### src/rtl/wb_dds_source.sv
// wb_dds_source: Wishbone-programmed DDS sample source with valid/ready output
module wb_dds_source #(
  parameter logic [31:0] BASE_ADDR = 32'h3000_0000,
  parameter int          DW        = 10,
  parameter int          CNT_W     = 16
) (
  input  logic          wb_clk_i,
  input  logic          wb_rst_i,
  input  logic          wbs_cyc_i,
  input  logic          wbs_stb_i,
  input  logic          wbs_we_i,
  input  logic [3:0]    wbs_sel_i,
  input  logic [31:0]   wbs_adr_i,
  input  logic [31:0]   wbs_dat_i,
  output logic [31:0]   wbs_dat_o,
  output logic          wbs_ack_o,
  output logic [DW-1:0] sample_o,
  output logic          sample_valid_o,
  input  logic          sample_ready_i
);
  logic             ack_q, ack_d, enable_q, enable_d, ovr_q, ovr_d, valid_q, valid_d;
  logic [31:0]      dat_q, dat_d, ftw_q, ftw_d, phase_q, phase_d;
  logic [1:0]       wave_q, wave_d;
  logic [CNT_W-1:0] div_q, div_d, cnt_q, cnt_d;
  logic [7:0]       amp_q, amp_d;
  logic [15:0]      ovr_cnt_q, ovr_cnt_d;
  logic [DW-1:0]    sample_q, sample_d;
  logic             win, hit, wr, ctrl_wr, clr, prst, tick, xfer, load, ovf, unused;
  logic [5:0]       off;
  logic [31:0]      rdata, bmask, div_m;
  logic [DW-1:0]    p, wv;
  logic [DW:0]      t;
  logic [8:0]       amp1;
  logic [DW+8:0]    prod;
  // Bus decode, register writes, divider, phase accumulator, waveform and output stage
  always_comb begin
    win = wbs_adr_i[31:8] == BASE_ADDR[31:8];
    off = wbs_adr_i[7:2];
    hit = wbs_cyc_i && wbs_stb_i && win && !ack_q;
    wr = ack_q && wbs_cyc_i && wbs_stb_i && wbs_we_i && win;
    bmask = {{8{wbs_sel_i[3]}}, {8{wbs_sel_i[2]}}, {8{wbs_sel_i[1]}}, {8{wbs_sel_i[0]}}};
    ctrl_wr = wr && off == 6'd0 && wbs_sel_i[0];
    clr = ctrl_wr && wbs_dat_i[3];
    prst = ctrl_wr && wbs_dat_i[4];
    rdata = off == 6'd0 ? {29'd0, wave_q, enable_q} :
            off == 6'd1 ? ftw_q :
            off == 6'd2 ? 32'(div_q) :
            off == 6'd3 ? {24'd0, amp_q} :
            off == 6'd4 ? {ovr_cnt_q, 14'd0, ovr_q, enable_q} :
            off == 6'd5 ? phase_q : 32'd0;
    ack_d = hit;
    dat_d = (hit && !wbs_we_i) ? rdata : 32'd0;
    enable_d = ctrl_wr ? wbs_dat_i[0] : enable_q;
    wave_d = ctrl_wr ? wbs_dat_i[2:1] : wave_q;
    ftw_d = (wr && off == 6'd1) ? ((ftw_q & ~bmask) | (wbs_dat_i & bmask)) : ftw_q;
    div_m = (wr && off == 6'd2) ? ((32'(div_q) & ~bmask) | (wbs_dat_i & bmask)) : 32'(div_q);
    div_d = div_m[CNT_W-1:0];
    amp_d = (wr && off == 6'd3 && wbs_sel_i[0]) ? wbs_dat_i[7:0] : amp_q;
    tick = enable_q && (cnt_q >= div_q);
    cnt_d = (enable_q && !tick) ? cnt_q + CNT_W'(1) : '0;
    phase_d = prst ? 32'd0 : tick ? phase_q + ftw_q : phase_q;
    p = phase_q[31:32-DW];
    t = phase_q[31:31-DW];
    wv = wave_q == 2'd0 ? p :
         wave_q == 2'd1 ? (t[DW] ? ~t[DW-1:0] : t[DW-1:0]) :
         wave_q == 2'd2 ? {DW{phase_q[31]}} : {DW{1'b1}};
    amp1 = {1'b0, amp_q} + 9'd1;
    prod = (DW+9)'(wv) * (DW+9)'(amp1);
    xfer = valid_q && sample_ready_i;
    load = tick && (!valid_q || xfer);
    ovf = tick && valid_q && !sample_ready_i;
    sample_d = load ? prod[DW+7:8] : sample_q;
    valid_d = load || (valid_q && !xfer);
    ovr_d = ovf || (ovr_q && !clr);
    ovr_cnt_d = clr ? 16'(ovf) : (ovf && ovr_cnt_q != 16'hFFFF) ? ovr_cnt_q + 16'd1 : ovr_cnt_q;
    unused = &{1'b0, wbs_adr_i[1:0], div_m[31:CNT_W], prod[DW+8], prod[7:0]};
  end
  // State registers; reset clears everything except the amplitude, which defaults to full scale
  always_ff @(posedge wb_clk_i or posedge wb_rst_i) begin
    if (wb_rst_i) begin
      ack_q <= 1'b0;
      dat_q <= '0;
      enable_q <= 1'b0;
      wave_q <= '0;
      ftw_q <= '0;
      div_q <= '0;
      amp_q <= 8'hFF;
      cnt_q <= '0;
      phase_q <= '0;
      sample_q <= '0;
      valid_q <= 1'b0;
      ovr_q <= 1'b0;
      ovr_cnt_q <= '0;
    end else begin
      ack_q <= ack_d;
      dat_q <= dat_d;
      enable_q <= enable_d;
      wave_q <= wave_d;
      ftw_q <= ftw_d;
      div_q <= div_d;
      amp_q <= amp_d;
      cnt_q <= cnt_d;
      phase_q <= phase_d;
      sample_q <= sample_d;
      valid_q <= valid_d;
      ovr_q <= ovr_d;
      ovr_cnt_q <= ovr_cnt_d;
    end
  end
  assign wbs_ack_o = ack_q;
  assign wbs_dat_o = dat_q;
  assign sample_o = sample_q;
  assign sample_valid_o = valid_q;
endmodule

### config.mk
export PLATFORM = sky130hd
export DESIGN_NAME = wb_dds_source
export DESIGN_NICKNAME = d
export VERILOG_FILES = /design/src/rtl/wb_dds_source.sv
export SDC_FILE = /design/constraint.sdc
export NUM_CORES = 1
export LEC_CHECK = 0
export BUFFER_PORTS_ARGS = -buffer_cell sky130_fd_sc_hd__buf_2
export CAP_MARGIN = 20
export CORE_ASPECT_RATIO = 0.75
export CORE_MARGIN = 2
export CORE_UTILIZATION = 40
export CTS_CLUSTER_SIZE = 28
export DETAILED_ROUTE_END_ITERATION = 8
export PLACE_DENSITY_LB_ADDON = 0.2
export SLEW_MARGIN = 25
export SYNTH_ARGS = -nofsm -noshare
export SYNTH_HDL_FRONTEND = slang
export SYNTH_SLANG_ARGS = --single-unit
### constraint.sdc
create_clock -name wb_clk_i -period 7.9 [get_ports wb_clk_i]
set_input_delay 1.58 -clock wb_clk_i [delete_from_list [all_inputs] [get_ports wb_clk_i]]
set_output_delay 1.58 -clock wb_clk_i [all_outputs]
set_load 0.005 [all_outputs]
==> results of run 1 <==
[synthesized netlist by cell type (15+ instances only)]
library cell | instances | area, sq um
or2_2 | 22 | 138
nor2_1 | 165 | 619
dfrtp_1 | 160 | 4000
inv_1 | 96 | 360
mux2_2 | 67 | 754
ha_1 | 83 | 1040
fa_1 | 56 | 1120
mux2i_1 | 30 | 300
a21oi_1 | 67 | 335
and3_1 | 17 | 106
a21o_1 | 24 | 180
nand2_1 | 90 | 338
xor2_1 | 34 | 298
o21ai_0 | 35 | 175
nand3_1 | 34 | 170
a222oi_1 | 16 | 160
a22oi_1 | 15 | 113
xnor2_1 | 28 | 245
clkbuf_1 | 31 | 116
[metrics by stage]
step,instance area [sq um],util [%]
floorplan,12000,-
global placement,13000,44.2
detailed placement,13000,44.3
CTS,13600,46.3
global route,13600,46.4
finish,13600,46.4
[placed cells by master, fill, tap and decap left out, types with 4 or more instances in the layout]
master | Yosys | routed
dfstp_2 | 8 | 8
mux2i_1 | 30 | 30
ha_1 | 83 | 83
nand3_1 | 34 | 34
a22oi_1 | 15 | 15
dfrtp_1 | 160 | 160
nand4_1 | 12 | 12
a211oi_1 | 8 | 8
and3_1 | 17 | 16
and2_1 | 4 | 4
a211o_1 | 4 | 4
nand2b_1 | 13 | 13
o21ai_1 | 12 | 12
fa_1 | 56 | 56
o21a_1 | 6 | 6
mux2_2 | 67 | 67
clkbuf_16 | 0 | 17
nor2b_1 | 10 | 10
or3_1 | 7 | 7
or2_2 | 22 | 22
xnor2_1 | 28 | 28
clkbuf_8 | 0 | 4
nor2_1 | 165 | 165
xor2_1 | 34 | 34
buf_4 | 1 | 7
inv_6 | 0 | 6
or4_1 | 6 | 6
a222oi_1 | 16 | 16
buf_2 | 5 | 116
o21ai_0 | 35 | 35
a21o_1 | 24 | 24
inv_1 | 96 | 95
nor3_1 | 13 | 12
a21oi_1 | 67 | 67
o31ai_1 | 4 | 4
nor4_1 | 6 | 6
o211ai_1 | 9 | 9
nand2_1 | 90 | 90
[critical path: stages, from the launching register on]
cell       delay, ns
dfstp_2         0.69
ha_1            0.27
xor2_1          0.70
nand2_1         0.18
fa_1            0.56
inv_1           0.05
fa_1            0.50
inv_1           0.05
fa_1            0.47
inv_1           0.05
fa_1            0.48
ha_1            0.31
nand4b_1        0.10
nor2_1          0.16
nand2_1         0.08
o41a_4          0.39
o21a_4          0.26
o2111ai_4       0.21
xor2_1          0.09
mux2_2          0.26
[final cells by class]
class | instances | area, sq um | share of cell area (%)
tap | 392 | 490 | 3.61
clock buffer | 21 | 480 | 3.53
clock inverter | 11 | 110 | 0.810
timing repair buffer | 124 | 661 | 4.86
inverter | 96 | 365 | 2.69
multi-input combinational | 943 | 7280 | 53.5
sequential | 168 | 4210 | 31.0
[power by group]
part | total, W | internal [W] | switching [W]
logic | 0.0000527 | 0.0000180 | 0.0000348
registers | 0.000860 | 0.000860 | 0.000000000000212
clock network | 0.000855 | 0.000475 | 0.000380
total | 0.00177 | 0.00135 | 0.000415
[worst paths after layout]
| check | startpoint | to | slack [ns] | cells past startpoint |
|---|---|---|---|---|
| min | sample_o[2]$_DFFE_PP0P_ | sample_o[2]$_DFFE_PP0P_ | 0.48 | 2 |
| max | amp_q[0]$_DFFE_PP1P_ | sample_o[8]$_DFFE_PP0P_ | 1.92 | 19 |
| min reg2reg | sample_o[2]$_DFFE_PP0P_ | sample_o[2]$_DFFE_PP0P_ | 0.48 | 2 |
| max reg2reg | amp_q[0]$_DFFE_PP1P_ | sample_o[8]$_DFFE_PP0P_ | 1.92 | 19 |
| max in group asynchronous | wb_rst_i | cnt_q[2]$_DFF_PP0_ | 5.46 | 3 |
| min in group asynchronous | wb_rst_i | async pin | 1.16 | 2 |
[logic make-up after synthesis]
kind of cell / count (synthesis) / synth area share, %
multiplexers: 98 / 8.97
adder cells (fa/ha/maj): 139 / 18.0
buffers and inverters: 136 / 4.40
flip-flops: 168 / 35.1
XOR/XNOR: 62 / 4.52
AND/OR/NAND/NOR: 413 / 16.0
AO/OA/AOI/OAI: 231 / 13.0
[metal layers]
layer  GRT usage (%)  vias to the layer above  routed length, microns
met5               0                        -                       0
met4            3.86                        0                     240
met3            3.56                       14                    1570
met2            28.9                      225                   12700
met1            32.0                     4680                   15800
li1                -                     4552                       -
==> flow_summary.ini, run 1 <==
[min_path]
min_path_type = reg -> reg

[synth]
synth_nets = 1460
ys_seq_elements = 168
synth-edff-count = 0
synth_warnings = 0
synth_cell_types = 73
synth_area_sq_um = 12000
synth_cells = 1247
syn_area_per_cell_sq_um = 9.63
synth_flop_cell = dfrtp_1
synth.yosys.seq_area_share_pct = 35.1
async_flop_share_pct = 100

[detailed_routing]
wl_microns = 30300
wl_per_cell_microns = 17.3
viasPerCell = 5.40
drtIter0Drc = 635
num_vias = 9471
drtAntennaViolNets = 0
drc = 0
first_pass_iters = 7

[global_route]
grt_max_degree = 100
grt_pass1_vias = 9242
grt_overflow = 0
antenna_found_initial = 0
grt_pass1_wl_microns = 50300
grt_use_total_pct = 20.3

[floorplanning]
rows = 54
ios = 118
die-area_sq_um = 31400
coreArea_sq_um = 29300
die_y_microns = 154
die_w_microns = 204
initial_core_util_pct = 40.9

[clocking]
root_buffer = clkbuf_16
clock_latency_ns = 0.44
cts_resized = 0
clk_pin_slew_worst_paths_ns = 0.07
cts_buffer_depth = 2
cts_tree = built
postCtsSetupBuffers = 0
cts_max_level = 4
numCtsBuffers = 17
cts_sinks = 168
holdBufCountCts = 0

[power_and_ir_drop]
p_leak_nw = 6.64
finalPower_w = 0.00177
vdd.ir_drop.worst_mv = 0.0924
p_per_area_nw_per_um2 = 130

[critical_path]
crit_fanout = 14
crit_required_ns = 8.22
setup.worst_path.class = reg -> reg
crit_path_start_kind = flip-flop
setup.worst_path.end_class = flip-flop
crit_arrival_ns = 6.30

[sta]
hold_viol_final = 0
hold_slack_ns = 0.482
min_period_ns = 5.98
skew_ns = 0.0150
setup_viol = 0
rsz0062_at_grt = false
slew_viol_final = 0
setup_tns_ns = 0
setup_slack_ns = 1.92
timing.fmax_mhz = 167
finalCritPeriodShare_pct = 75.7
worst_pin_slew_ns = 0.985
slew_headroom_pct = 33.9

[cells_and_area]
instances_no_fill = 1755
area_growth_pct = 13.3
num-nets-final = 1563
num-fill-cells = 2905
antenna_cells = 0
drive_above_1_share_pct = 20.0

[placed_design]
dp_slack_ns = 1.95
place_hpwl_microns = 22700
dp.cells = 1722
gp_congestion = 0.835
io_buffers = 115

[status]
outcome = finished, final reports clean

[run]
maxCapViolCount = 0
(Power assumes the default switching activity.)
==> run 2, diff against run 1 <==
Settings changed: ABC_AREA from default to 1.
Clock period 7.9 ns to 5.1 ns, I/O delays scaled along.
==> run 2 against run 1 <==
Register-to-register slack got worse by 1.7 ns. Wire length increased by 25%. Critical endpoint is now sample_o[7]$_DFFE_PP0P_. Clock power increased by 49%. Area after synthesis increased by 6.5%. Setup slack got worse by 1.7 ns. Highest routed layer unchanged. Critical path depth increased by 4. First-iteration DRC count increased by 65%. Sequential share of layout area decreased by 3.1 points. Final cell count increased by 30%. Critical path type unchanged.
==> flow_summary.ini, run 2 <==
[critical_path]
crit_required_ns = 5.45
crit_fanout = 4
ff2ff_setup_slack_ns = 0.21
crit_arrival_ns = 5.24
setup.worst_path.class = reg -> reg
setup.worst_path.end_class = flip-flop
crit_path_start_kind = flip-flop

[synth]
yosysMostFrequentCell = nand2_1
async_flop_share_pct = 100
synth_cells = 1692
synth.yosys.seq_area_share_pct = 33.0
synth_cell_types = 44
ys_seq_elements = 168
synth_warnings = 0
synth_nets = 1905
synth_area_sq_um = 12800
synth_top_area_cell = dfrtp_1
syn_area_per_cell_sq_um = 7.55
netlist_top_cells_area = dfrtp_1 (31%), nand2_1 (11%), fa_1 (8.8%), ha_1 (8.1%), inv_1 (7.8%)
yosysTopAreaCellShare_pct = 31.3
synth_flop_cell = dfrtp_1
synth_commonest_cells = nand2_1 (387), inv_1 (267), nor2_1 (164)
synth-edff-count = 0

[detailed_routing]
first_pass_iters = 7
viasPerCell = 5.26
wl_microns = 37800
wl_per_cell_microns = 16.6
drtIter0Drc = 1050
drtAntennaViolNets = 0
num_vias = 12000
drc = 0

[sta]
min_period_ns = 4.89
worst_pin_slew_ns = 0.914
setup_viol = 0
slew_viol_final = 0
skew_ns = 0.0138
hold_viol_final = 0
setup_tns_ns = 0
timing.fmax_mhz = 205
slew_headroom_pct = 39.0
hold_slack_ns = 0.476
finalCritPeriodShare_pct = 95.8

[clocking]
cts_tree = built
numCtsBuffers = 17
clock_latency_ns = 0.46
cts_max_level = 4
cts_buffer_depth = 2
cts_sinks = 168
root_buffer = clkbuf_16
clk_pin_slew_worst_paths_ns = 0.07

[floorplanning]
die_w_microns = 210
ios = 118
rows = 56
coreArea_sq_um = 31400
die-area_sq_um = 33400
die_y_microns = 159
initial_core_util_pct = 40.7

[cells_and_area]
drive_above_1_share_pct = 17.3
antenna_cells = 0
area_growth_pct = 18.5
num-nets-final = 2074
finalInstanceArea_sq_um = 15100
layout_commonest_cell = nand2_1
instances_no_fill = 2280
final_cell_mix = nand2_1 (375), inv_1 (259), dfrtp_1 (158), nor2_1 (149), buf_2 (115)

[placed_design]
place_area_sq_um = 14200
io_buffers = 115
gp_congestion = 0.929
place_hpwl_microns = 30000
dp.cells = 2236

[min_path]
min_path_type = reg -> reg

[global_route]
antenna_found_initial = 0
grt_max_degree = 75
grt_pass1_wl_microns = 59900
grt_overflow = 0
grt_use_total_pct = 22.9
grt_pass1_vias = 11300

[status]
outcome = finished, final reports clean

[power_and_ir_drop]
p_leak_nw = 7.74
p_per_area_nw_per_um2 = 178
vdd.ir_drop.worst_mv = 0.216

[run]
maxCapViolCount = 0
-- run 2: cell count changes after synthesis, sizes merged, moves of 17 or more --
cell | previous run | this run
a21o | 24 | 5
mux2i | 30 | 0
nor3 | 13 | 31
nand2 | 90 | 387
o21ai | 47 | 124
nand4 | 12 | 29
mux2 | 67 | 16
inv | 96 | 268
nand3 | 34 | 109
-- run 2: worst paths after layout --
path / from / to / depth (start not counted)
setup / recovery: amp_q[0]$_DFFE_PP1P_ / sample_o[7]$_DFFE_PP0P_ / 23
hold / removal: sample_o[8]$_DFFE_PP0P_ / sample_o[8]$_DFFE_PP0P_ / 2
setup reg to reg: amp_q[0]$_DFFE_PP1P_ / sample_o[7]$_DFFE_PP0P_ / 23
hold reg to reg: sample_o[8]$_DFFE_PP0P_ / sample_o[8]$_DFFE_PP0P_ / 2
max in group asynchronous: wb_rst_i / amp_q[0]$_DFFE_PP1P_ / 3
min in group asynchronous: wb_rst_i / async pin / 2
-- run 2: power breakdown --
group | switching (W) | leakage (nW) | total (W) | internal [W]
combinational | 0.0000610 | 5.19 | 0.0000896 | 0.0000286
clock | 0.000597 | 0.270 | 0.00127 | 0.000673
sequential | 0.000000879 | 2.28 | 0.00133 | 0.00133
total | 0.000659 | 7.74 | 0.00269 | 0.00204
-- run 2: stage by stage --
stage          utilization, %  power (W)  setup slack, ns
3_5_place_dp             45.1    0.00145          -0.0386
2_1_floorplan               -    0.00140            0.190
6_report                 48.2    0.00269            0.212
3_3_place_gp             45.1    0.00145          0.00582
4_1_cts                  47.0    0.00272       -0.0000480
5_1_grt                  48.2    0.00280          -0.0475
-- run 2: what timing repair did --
item	in CTS	in global routing
endpoints found under the setup margin	4	10
pin swaps	0	35
buffers inserted	0	12
resized for setup	8	79
hold buffers	0	0
-- run 2: cell families after synthesis --
group | synth area share (%)
xor gates and xnor gates | 2.88
and+or+nand+nor | 25.1
DFF | 33.0
adders and majority gates | 16.9
muxes | 1.41
AOI/OAI and AO/OA | 11.8
buffers and inverters | 9.03
-- run 2: worst max-delay path, cell delays in order, from the launching register on --
cell     delay (ns)
dfstp_2        0.61
ha_4           0.16
nand4_1        0.14
buf_4          0.19
nand2_2        0.11
buf_4          0.13
nor2_1         0.05
fa_1           0.50
inv_1          0.06
fa_1           0.53
inv_1          0.05
fa_1           0.52
inv_1          0.05
fa_1           0.53
inv_1          0.06
ha_4           0.30
nand2_2        0.08
buf_4          0.15
nor4_2         0.21
nand2_1        0.11
nand2_1        0.07
nand2_1        0.04
nand3_1        0.06
nand2_1        0.05
-- run 2: cell type report --
type	instances	area, sq um
clock buffers	22	474
clock inverters	10	83.8
fillers	3109	16200
inverters	271	1020
multi-input cells	1220	7720
flip-flops and latches	168	4220
well taps	406	508
repair buffers	183	1110
-- run 2: routing by layer --
layer | GRT usage [%] | vias to the layer above | wire length (microns)
li1 | - | 5839 | -
met1 | 34.6 | 5779 | 18500
met2 | 32.6 | 329 | 15900
met3 | 4.49 | 47 | 2450
met4 | 7.23 | 0 | 905
met5 | 0 | - | 0
